## src/rtl/pcie_led_status.sv

```systemverilog
// LED status engine: lamp test after reset, heartbeat while the PCIe link is down,
// pulse-stretched per-channel activity once it is up. Define LED_PWM_EN to build PWM dimming.
module pcie_led_status #(
   parameter int NUM_CH         = 4,
   parameter int STRETCH_CYCLES = 2500000,
   parameter int HB_HALF        = 25000000,
   parameter int LAMP_CYCLES    = 50000000,
   parameter int PWM_W          = 4
) (
   input  logic              bus_clk,
   input  logic              bus_rst,
   input  logic              link_up,
   input  logic [NUM_CH-1:0] activity,
   input  logic [PWM_W-1:0]  brightness,
   output logic [NUM_CH-1:0] led,
   output logic [1:0]        state_o
);

   localparam int SW = $clog2(STRETCH_CYCLES + 1);
   localparam int HW = $clog2(HB_HALF + 1);
   localparam int LW = $clog2(LAMP_CYCLES + 1);

   localparam logic [SW-1:0] StretchLoad = SW'(STRETCH_CYCLES);
   localparam logic [HW-1:0] HbLast      = HW'(HB_HALF - 1);
   localparam logic [LW-1:0] LampLast    = LW'(LAMP_CYCLES - 1);

   typedef enum logic [1:0] {
      StLamp = 2'b00,
      StDown = 2'b01,
      StUp   = 2'b10
   } state_e;

   state_e                   state_q, state_d;
   logic                     linkMeta_q, linkS_q;
   logic [HW-1:0]            hbCnt_q, hbCnt_d;
   logic                     hb_q, hb_d;
   logic [LW-1:0]            lampCnt_q, lampCnt_d;
   logic [NUM_CH-1:0][SW-1:0] stretch_q, stretch_d;
   logic [NUM_CH-1:0]        rawLed;
   logic [NUM_CH-1:0]        led_q, led_d;

   // link_up comes from the PCIe core clock domain
   always_ff @(posedge bus_clk or posedge bus_rst) begin
      if (bus_rst) begin
         linkMeta_q <= 1'b0;
         linkS_q    <= 1'b0;
      end else begin
         linkMeta_q <= link_up;
         linkS_q    <= linkMeta_q;
      end
   end

   // Heartbeat is free-running in every state so the blink phase never jumps
   always_comb begin
      hbCnt_d = hbCnt_q + HW'(1);
      hb_d    = hb_q;
      if (hbCnt_q == HbLast) begin
         hbCnt_d = '0;
         hb_d    = ~hb_q;
      end
   end

   always_comb begin
      state_d   = state_q;
      lampCnt_d = lampCnt_q;
      stretch_d = stretch_q;
      rawLed    = '0;
      unique case (state_q)
         StLamp: begin
            rawLed = '1;
            if (lampCnt_q == LampLast) begin
               state_d = StDown;
            end else begin
               lampCnt_d = lampCnt_q + LW'(1);
            end
         end
         StDown: begin
            rawLed    = {NUM_CH{hb_q}};
            stretch_d = '0;
            if (linkS_q) begin
               state_d = StUp;
            end
         end
         StUp: begin
            for (int i = 0; i < NUM_CH; i++) begin
               rawLed[i] = (stretch_q[i] != '0);
            end
            rawLed[0] = rawLed[0] | hb_q;
            // A link drop overrides any activity seen in the same cycle
            if (!linkS_q) begin
               state_d   = StDown;
               stretch_d = '0;
            end else begin
               for (int i = 0; i < NUM_CH; i++) begin
                  if (activity[i]) begin
                     stretch_d[i] = StretchLoad;
                  end else if (stretch_q[i] != '0) begin
                     stretch_d[i] = stretch_q[i] - SW'(1);
                  end
               end
            end
         end
         default: begin
            state_d = StLamp;
         end
      endcase
   end

`ifdef LED_PWM_EN
   logic [PWM_W-1:0] pwmCnt_q;
   logic             pwmOn;

   always_ff @(posedge bus_clk or posedge bus_rst) begin
      if (bus_rst) begin
         pwmCnt_q <= '0;
      end else begin
         pwmCnt_q <= pwmCnt_q + PWM_W'(1);
      end
   end

   assign pwmOn = (pwmCnt_q < brightness);

   // The lamp test must always be full brightness
   always_comb begin
      led_d = rawLed & {NUM_CH{pwmOn}};
      if (state_q == StLamp) begin
         led_d = rawLed;
      end
   end
`else
   logic unusedBrightness;

   assign unusedBrightness = ^brightness;

   always_comb begin
      led_d = rawLed;
   end
`endif

   always_ff @(posedge bus_clk or posedge bus_rst) begin
      if (bus_rst) begin
         state_q   <= StLamp;
         hbCnt_q   <= '0;
         hb_q      <= 1'b0;
         lampCnt_q <= '0;
         stretch_q <= '0;
         led_q     <= '0;
      end else begin
         state_q   <= state_d;
         hbCnt_q   <= hbCnt_d;
         hb_q      <= hb_d;
         lampCnt_q <= lampCnt_d;
         stretch_q <= stretch_d;
         led_q     <= led_d;
      end
   end

   assign led     = led_q;
   assign state_o = state_q;

endmodule

```

## config.mk

```make
export PLATFORM = sky130hd
export DESIGN_NAME = pcie_led_status
export DESIGN_NICKNAME = d
export VERILOG_FILES = /design/src/rtl/pcie_led_status.sv
export SDC_FILE = /design/constraint.sdc
export NUM_CORES = 1
export LEC_CHECK = 0
export CORE_MARGIN = 2
export CORE_UTILIZATION = 62
export DETAILED_ROUTE_END_ITERATION = 7
export GPL_TIMING_DRIVEN = 0
export PLACE_DENSITY = 0.9
export SYNTH_ARGS = -nofsm -noshare
export SYNTH_HDL_FRONTEND = slang
export SYNTH_SLANG_ARGS = --single-unit
```

## constraint.sdc

```tcl
create_clock -name bus_clk -period 5.7 [get_ports bus_clk]
set_clock_uncertainty 0.15 [all_clocks]
set_input_delay 0.855 -clock bus_clk [delete_from_list [all_inputs] [get_ports bus_clk]]
set_output_delay 0.855 -clock bus_clk [all_outputs]
set_load 0.03 [all_outputs]
```

==> results.md, run 1 <==
* Synthesized instance count at 865
* Die extent in y at 118 µm
* Final setup vio count at 0
* Die area at 0.0140 mm²
* Critical-path cell with the highest stage delay: clkbuf_1
* Data arrival, critical path at 3640 ps
* Post-CTS Resized at 0
* Remaining DRCs at 0
* Final instance area at between 0.009 and 0.01 mm²
* Vias in the first global route at 7,012
* Clk root buf: clkbuf_16
* Post-DP HPWL at 12,400 µm
* Static Leak at 3.82 nW
* Post-DRT Antenna Nets at 0
* GR Overflow Total at 0
* Pwr dens at 244 mW/mm²
* Critical path's top delay family: buffers and inverters
* Core footprint at 0.0127 mm²
* Placer Congestion at 0.911
* Via density at 6.56
* Critical path startpoint category: flop
* TritonCTS clock tree: done
* Drt wl/cell at 17.9 µm
* Final Slew Violations at 0
* WL final at 19,300 µm
* RSZ-0062 raised after global routing: false
* Filler Cell Count at ~940
* Tot GR Track Use at 0.290
* Total CTS buffers at 17
* Layout area overhead at 11.1%
* Largest net degree at the start of global routing at 88
* Post-Syn Nets at 888
* Mean Syn Cell Area at 9.39 µm²
* Maximum net fanout on the critical path at 10
* Reg clk slew, reported paths at 60 ps
* Predominant post-synthesis flop cell: dfrtp_1
* Worst Setup End Kind: flop
* Worst skew pair latency at approximately 430 ps
* Via count at between 7,000 and 8,000
* Multi-input logic area at 0.00412 mm²
* # nets final at 917
* Max_cap viols at 0
* Register area at 0.00370 mm²
* Starting Density at 0.639
* Worst vdd ir at 0.240 mV
* Number of synthesized flops with an enable pin at 0
* # clock sinks at 148
* Crit-path max cell delay at 650 ps
* Synth warnings at 0
* Max transition margin at 0.222
* PortBufs at 9
* # diodes at 0
* Global-route wire length before repair at between 30,000 and 40,000 µm
* Crit-path most repeated cell: clkbuf_1
* Worst-Margin Slew at approximately 1200 ps
* Critical setup path kind: flop to flop
* Row cnt at 41
* Cts hold-fix bufs at 0
* DRT Pass-1 Iters at 5
* Ports at 17
* Htree depth at 4
* Max Clock Freq at between 200 and 300 MHz
* Fin crit share at 0.616
* WHS at 201 ps
* Post-Syn Area at 0.00813 mm²
* DP Area at 0.00846 mm²
* WP buf/inv at 4
* Post-layout min period at between 3000 and 4000 ps
* Layout cells sized above 1 at 0.0750
* Number of synthesized register bits at 148
* Status: finished clean
* Final hold violation count at 0
* Initial drt markers at 782
* Crit-path cells: inv_1 -> ha_1 -> clkbuf_1 -> clkbuf_1 -> clkbuf_1 -> o211ai_1 -> xor2_1 -> nor2_1
* Die Wd at between 100 and 150 µm
* Bufs on Longest Clock Path at 2
* Synth cell types at 67
* Sequential-to-total area share from yosys stat at 0.456
* Buffer count from post-CTS setup fixing at 0
* Initial antenna violation count at 0
* Hold/Removal Path Class: flop to flop
* CP required at 5830 ps
* Async SR Flop Fraction at 1.00
## cells in the final DEF, fill, tap and decap left out, types with 5 or more instances in the layout
| master | n |
|---|---|
| dfrtp_1 | 148 |
| nor2_1 | 102 |
| nand2_1 | 54 |
| xor2_1 | 43 |
| a21oi_1 | 39 |
| o21ai_0 | 38 |
| nand3_1 | 38 |
| nor3_1 | 36 |
| clkbuf_1 | 33 |
| xnor2_1 | 26 |
| or4_1 | 26 |
| inv_1 | 23 |
| nor4_1 | 23 |
| or3_1 | 19 |
| a31oi_1 | 17 |
| clkbuf_16 | 17 |
| nand4_1 | 14 |
| o22a_1 | 14 |
| and3_1 | 13 |
| ha_1 | 12 |
| o211ai_1 | 10 |
| clkdlybuf4s50_1 | 9 |
| and4_1 | 8 |
| o31ai_1 | 8 |
| o21ai_1 | 7 |
| o2111ai_1 | 7 |
| clkinvlp_4 | 7 |
| nor4b_1 | 6 |
| a311oi_1 | 6 |
| o41ai_1 | 6 |
| buf_2 | 5 |
## flip-flops by register name, indices dropped and copies added, names as in the netlist
signal	count
hbCnt_q	25
state_o	2
linkMeta_q	1
lampCnt_q	26
stretch_q	88
led	4
linkS_q	1
hb_q	1
## where the power goes
part           leakage, nW  internal, W  switching (W)
registers             1.94      0.00106      0.0000108
logic                 1.62    0.0000196      0.0000484
clock network        0.256     0.000621       0.000445
total                 3.82      0.00170       0.000504
## cells by family after synthesis
kind of cell | count (synthesis) | share of synthesized area
adder cells (fa/ha/maj) | 12 | 0.0185
AND/OR/NAND/NOR | 370 | 0.243
XOR/XNOR | 69 | 0.0744
multiplexers | 7 | 0.00908
flip-flops | 148 | 0.456
buffers and inverters | 70 | 0.0377
AO/OA/AOI/OAI | 189 | 0.162
## cell usage after synthesis, types with 19 or more instances
cell | count | share of area
dfrtp_1 | 148 | 0.46
nor2_1 | 102 | 0.047
nand2_1 | 54 | 0.025
xor2_1 | 43 | 0.046
a21oi_1 | 39 | 0.024
nand3_1 | 38 | 0.023
o21ai_0 | 38 | 0.023
nor3_1 | 36 | 0.022
clkbuf_1 | 32 | 0.015
or4_1 | 26 | 0.024
xnor2_1 | 26 | 0.028
inv_1 | 24 | 0.011
nor4_1 | 23 | 0.018
or3_1 | 19 | 0.015
## per-layer routing
layer  GRT usage  wire length, µm  vias to the layer above
met4       0.126              435                        0
met5           0                0                        -
met2       0.467             9380                      330
met3      0.0685             1430                       53
met1       0.375             8090                     3419
li1            -                -                     3277
## path summary, 6_finish.rpt
path	slack, ps	start	cells after the start	end
min in group asynchronous	710	bus_rst	2	hbCnt_q[16]
worst min-delay path	200	linkMeta_q	0	linkS_q
max in group asynchronous	3880	bus_rst	3	stretch_q[86]
worst min register to register	200	linkMeta_q	0	linkS_q
worst max register to register	2190	state_o[0]	8	stretch_q[47]
worst max-delay path	2190	state_o[0]	8	stretch_q[47]
## worst register-to-register path: stages, from the launching register on
cell and delay [ps]:
dfrtp_1 450, inv_1 120, ha_1 290, clkbuf_1 560, clkbuf_1 650, clkbuf_1 610, o211ai_1 280, xor2_1 210
nor2_1 50
## layout make-up
type                       count  area share
multi-input combinational    647       0.456
inverter                      27      0.0118
clock buffer                  20      0.0506
sequential                   148       0.410
tap                          172      0.0238
buffer                        43      0.0227
clock inverter                12      0.0118
timing repair buffer          10      0.0130
## stage by stage
stage	cells	setup slack, ps	power (W)	setup TNS (ps)	util
6_report	1079	2190	0.00220	0	0.710
5_1_grt	1079	2030	0.00227	0	0.710
4_1_cts	1079	2250	0.00221	0	0.710
3_5_place_dp	1047	2290	0.00116	0	0.665
3_3_place_gp	1046	-1180	0.00115	-173290	0.663
2_1_floorplan	865	715	0.00114	0	-
(Power assumes the default switching activity.)
==> inputs of run 2 (changes only) <==
- CORE_UTILIZATION: 62 -> 57
- PLACE_DENSITY: 0.9 -> 0.87
- clock period: 5.7 -> 3.17 ns (I/O delays scaled with it)
==> results.md, run 2 (synthesized netlist as in run 1, its figures left out) <==
* Setup TNS at 0 ps (unchanged)
* Clock power frac at 0.478 (-0.005)
* Sw Pwr at 0.000947 W (+88%)
* Row cnt at 43 (+4.9%)
* Ports at 17 (unchanged)
* Largest net degree at the start of global routing at 37 (-58%)
* Buffer count from post-CTS setup fixing at 0 (unchanged)
* Reg clk slew, reported paths at 60 ps (about the same)
* # clock sinks at 148 (unchanged)
* Worst vdd ir at 0.556 mV (+130%)
* Pwr dens at 434 mW/mm² (+78%)
* Commonest non-fill, non-tap cell in the layout: dfrtp_1
* Hold depth at 0 (unchanged)
* R2r setup slk at 180 ps (-2010 ps)
* Worst hold path startpoint: linkMeta_q
* Core footprint at 0.0139 mm² (+9.1%)
* Fin crit share at 0.943 (+0.327)
* Final setup vio count at 0 (unchanged)
* Maximum net fanout on the critical path at 10 (unchanged)
* Hold/Removal Path Class: flop to flop
* Critical path startpoint category: flop
* Post-DRT Antenna Nets at 0 (unchanged)
* Critical-path cell with the highest stage delay: ha_2
* Layout area overhead at 11.9%
* CP required at 3320 ps (-2510 ps)
* Max_cap viols at 0 (unchanged)
* Starting Density at 0.585 (-0.0533)
* Filler Cell Count at 1,044 (+11%)
* Remaining DRCs at 0 (unchanged)
* DRT Pass-1 Iters at 5 (unchanged)
* Most frequent cells in the layout: dfrtp_1 (148), nor2_1 (101), nand2_1 (54)
* R2R Path Start: state_o[1]
* Max Clock Freq at 334 MHz (+17%)
* Tot GR Track Use at 0.269 (-0.0205)
* Initial drt markers at 817 (+4.5%)
* Die extent in y at 123 µm (+4.2%)
* Global-route wire length before repair at 32,300 µm (-2.3%)
* Static Leak at 3.84 nW (+0.68%)
* RSZ-0062 raised after global routing: false
* Sequential power share at 0.488 (+0.002)
* Final hold violation count at 0 (unchanged)
* TritonCTS clock tree: done
* Status: finished clean
* Critical R2R Capture: stretch_q[25]
* Biggest regs: stretch_q x88, lampCnt_q x26, hbCnt_q x25
* Hold Path Sink: linkS_q
* Total CTS buffers at 17 (unchanged)
* Final total power at 0.00394 W (+79%)
* Reg2Reg Depth at 7 (-1)
* Critical setup path kind: flop to flop
* Via count at 7,123 (+0.62%)
* PortBufs at 9 (unchanged)
* Vias in the first global route at 6,686 (-4.6%)
* Worst skew pair latency at 430 ps (about the same)
* Final Slew Violations at 0 (unchanged)
* GR Overflow Total at 0 (unchanged)
* Data arrival, critical path at 3140 ps (-500 ps)
* Die Wd at 123 µm (+4.2%)
* # diodes at 0 (unchanged)
* Max transition margin at 0.179 (-0.0430)
* Int Pwr at 0.00300 W (+76%)
* Initial antenna violation count at 0 (unchanged)
* Worst Setup End Kind: flop
* Placer Congestion at 0.951 (+4.4%)
* Layout cells sized above 1 at 0.0848 (+0.00983)
* Post-DP HPWL at 12,700 µm (+2.4%)
* Cts hold-fix bufs at 0 (unchanged)
* Comb pwr share at 0.033 (+0.002)
* Crit-path max cell delay at 610 ps (-40 ps)
* Crit-path cells: inv_1 -> ha_2 -> clkbuf_2 -> clkbuf_1 -> o211ai_1 -> xor2_1 -> nor2_1
* Post-layout min period at 2990 ps (-520 ps)
* Switch share at 0.240 (+0.0115)
* Bufs on Longest Clock Path at 2 (unchanged)
* Drt wl/cell at 17.9 µm (about the same)
* WL final at 19,500 µm (+0.87%)
* Die area at 0.0152 mm² (+8.5%)
* # nets final at 919 (+0.22%)
* Worst-Margin Slew at 1220 ps (+63.9 ps)
* Htree depth at 4 (unchanged)
* Biggest register: stretch_q
* Clk root buf: clkbuf_16
* Via density at 6.55 (-0.21%)
* Final Core Density at 0.655 (-0.0545)
* Max reg flops at 88 (unchanged)
## run 2: cell count changes in the layout (fill, tap and decap cells not counted), sizes merged
cell	change
clkinvlp	-1
clkbuf	-2
bufinv	-1
buf	+3
inv	+2
## run 2: how the worst max path moves through the flow
stage / startpoint / endpoint / slack [ps] / cells after the start
5_1_grt: stretch_q[46] / stretch_q[65] / 10 / 5
3_3_place_gp: bus_rst / stretch_q[4] / -560 / 2
4_1_cts: state_o[0] / stretch_q[6] / 30 / 6
6_report: state_o[1] / stretch_q[25] / 180 / 7
2_1_floorplan: state_o[0] / stretch_q[11] / 450 / 8
3_5_place_dp: state_o[0] / stretch_q[48] / -310 / 7
## run 2: what timing repair did
| action | in CTS | in global routing |
|---|---|---|
| setup endpoints to repair | 29 | 15 |
| hold endpoints to repair | 0 | 0 |
| resized for setup | 2 | 4 |
## run 2: layout make-up
cell class                 count  area, µm²  area share
buffer                        42        203      0.0223
clock buffer                  19        453      0.0498
clock inverter                12       98.8      0.0109
inverter                      27        109      0.0120
multi-input combinational    647       4130       0.454
sequential                   148       3700       0.407
tap                          180        225      0.0248
timing repair buffer          13        170      0.0187
## run 2: per-layer routing
layer  up-vias  wire [µm]  GRT usage
li1       3266          -          -
met1      3467       8190      0.354
met2       331       9440      0.433
met3        59       1290     0.0577
met4         0        597      0.114
met5         -          0          0
## run 2: critical path, delay by kind of cell, from the launching register on
family,cells,cell delay [ps]
compound gates,1,250
buf+inv,3,1120
simple gates,1,60
flops,1,430
xor+xnor,1,240
fa+ha+maj,1,610
## run 2: per-stage QoR
step           std cells  setup slack [ps]  hold slack (ps)  cell area (µm²)
3_3_place_gp        1054              -558              188             8450
3_5_place_dp        1058              -315              186             8530
2_1_floorplan        865               453              181             8130
5_1_grt             1088              14.0              202             9090
6_report            1088               180              199             9090
4_1_cts             1088              32.1              200             9080
## run 2: power by group through the flow
| stage | Clock, W | Combinational (W) | Sequential, W |
|---|---|---|---|
| after CTS | 0.00191 | 0.000133 | 0.00193 |
| final | 0.00189 | 0.000132 | 0.00193 |
| after detailed placement | 0 | 0.000133 | 0.00196 |
| after floorplan | 0 | 0.0000887 | 0.00195 |
| after global placement | 0 | 0.000116 | 0.00196 |
| after global routing | 0.00199 | 0.000148 | 0.00193 |
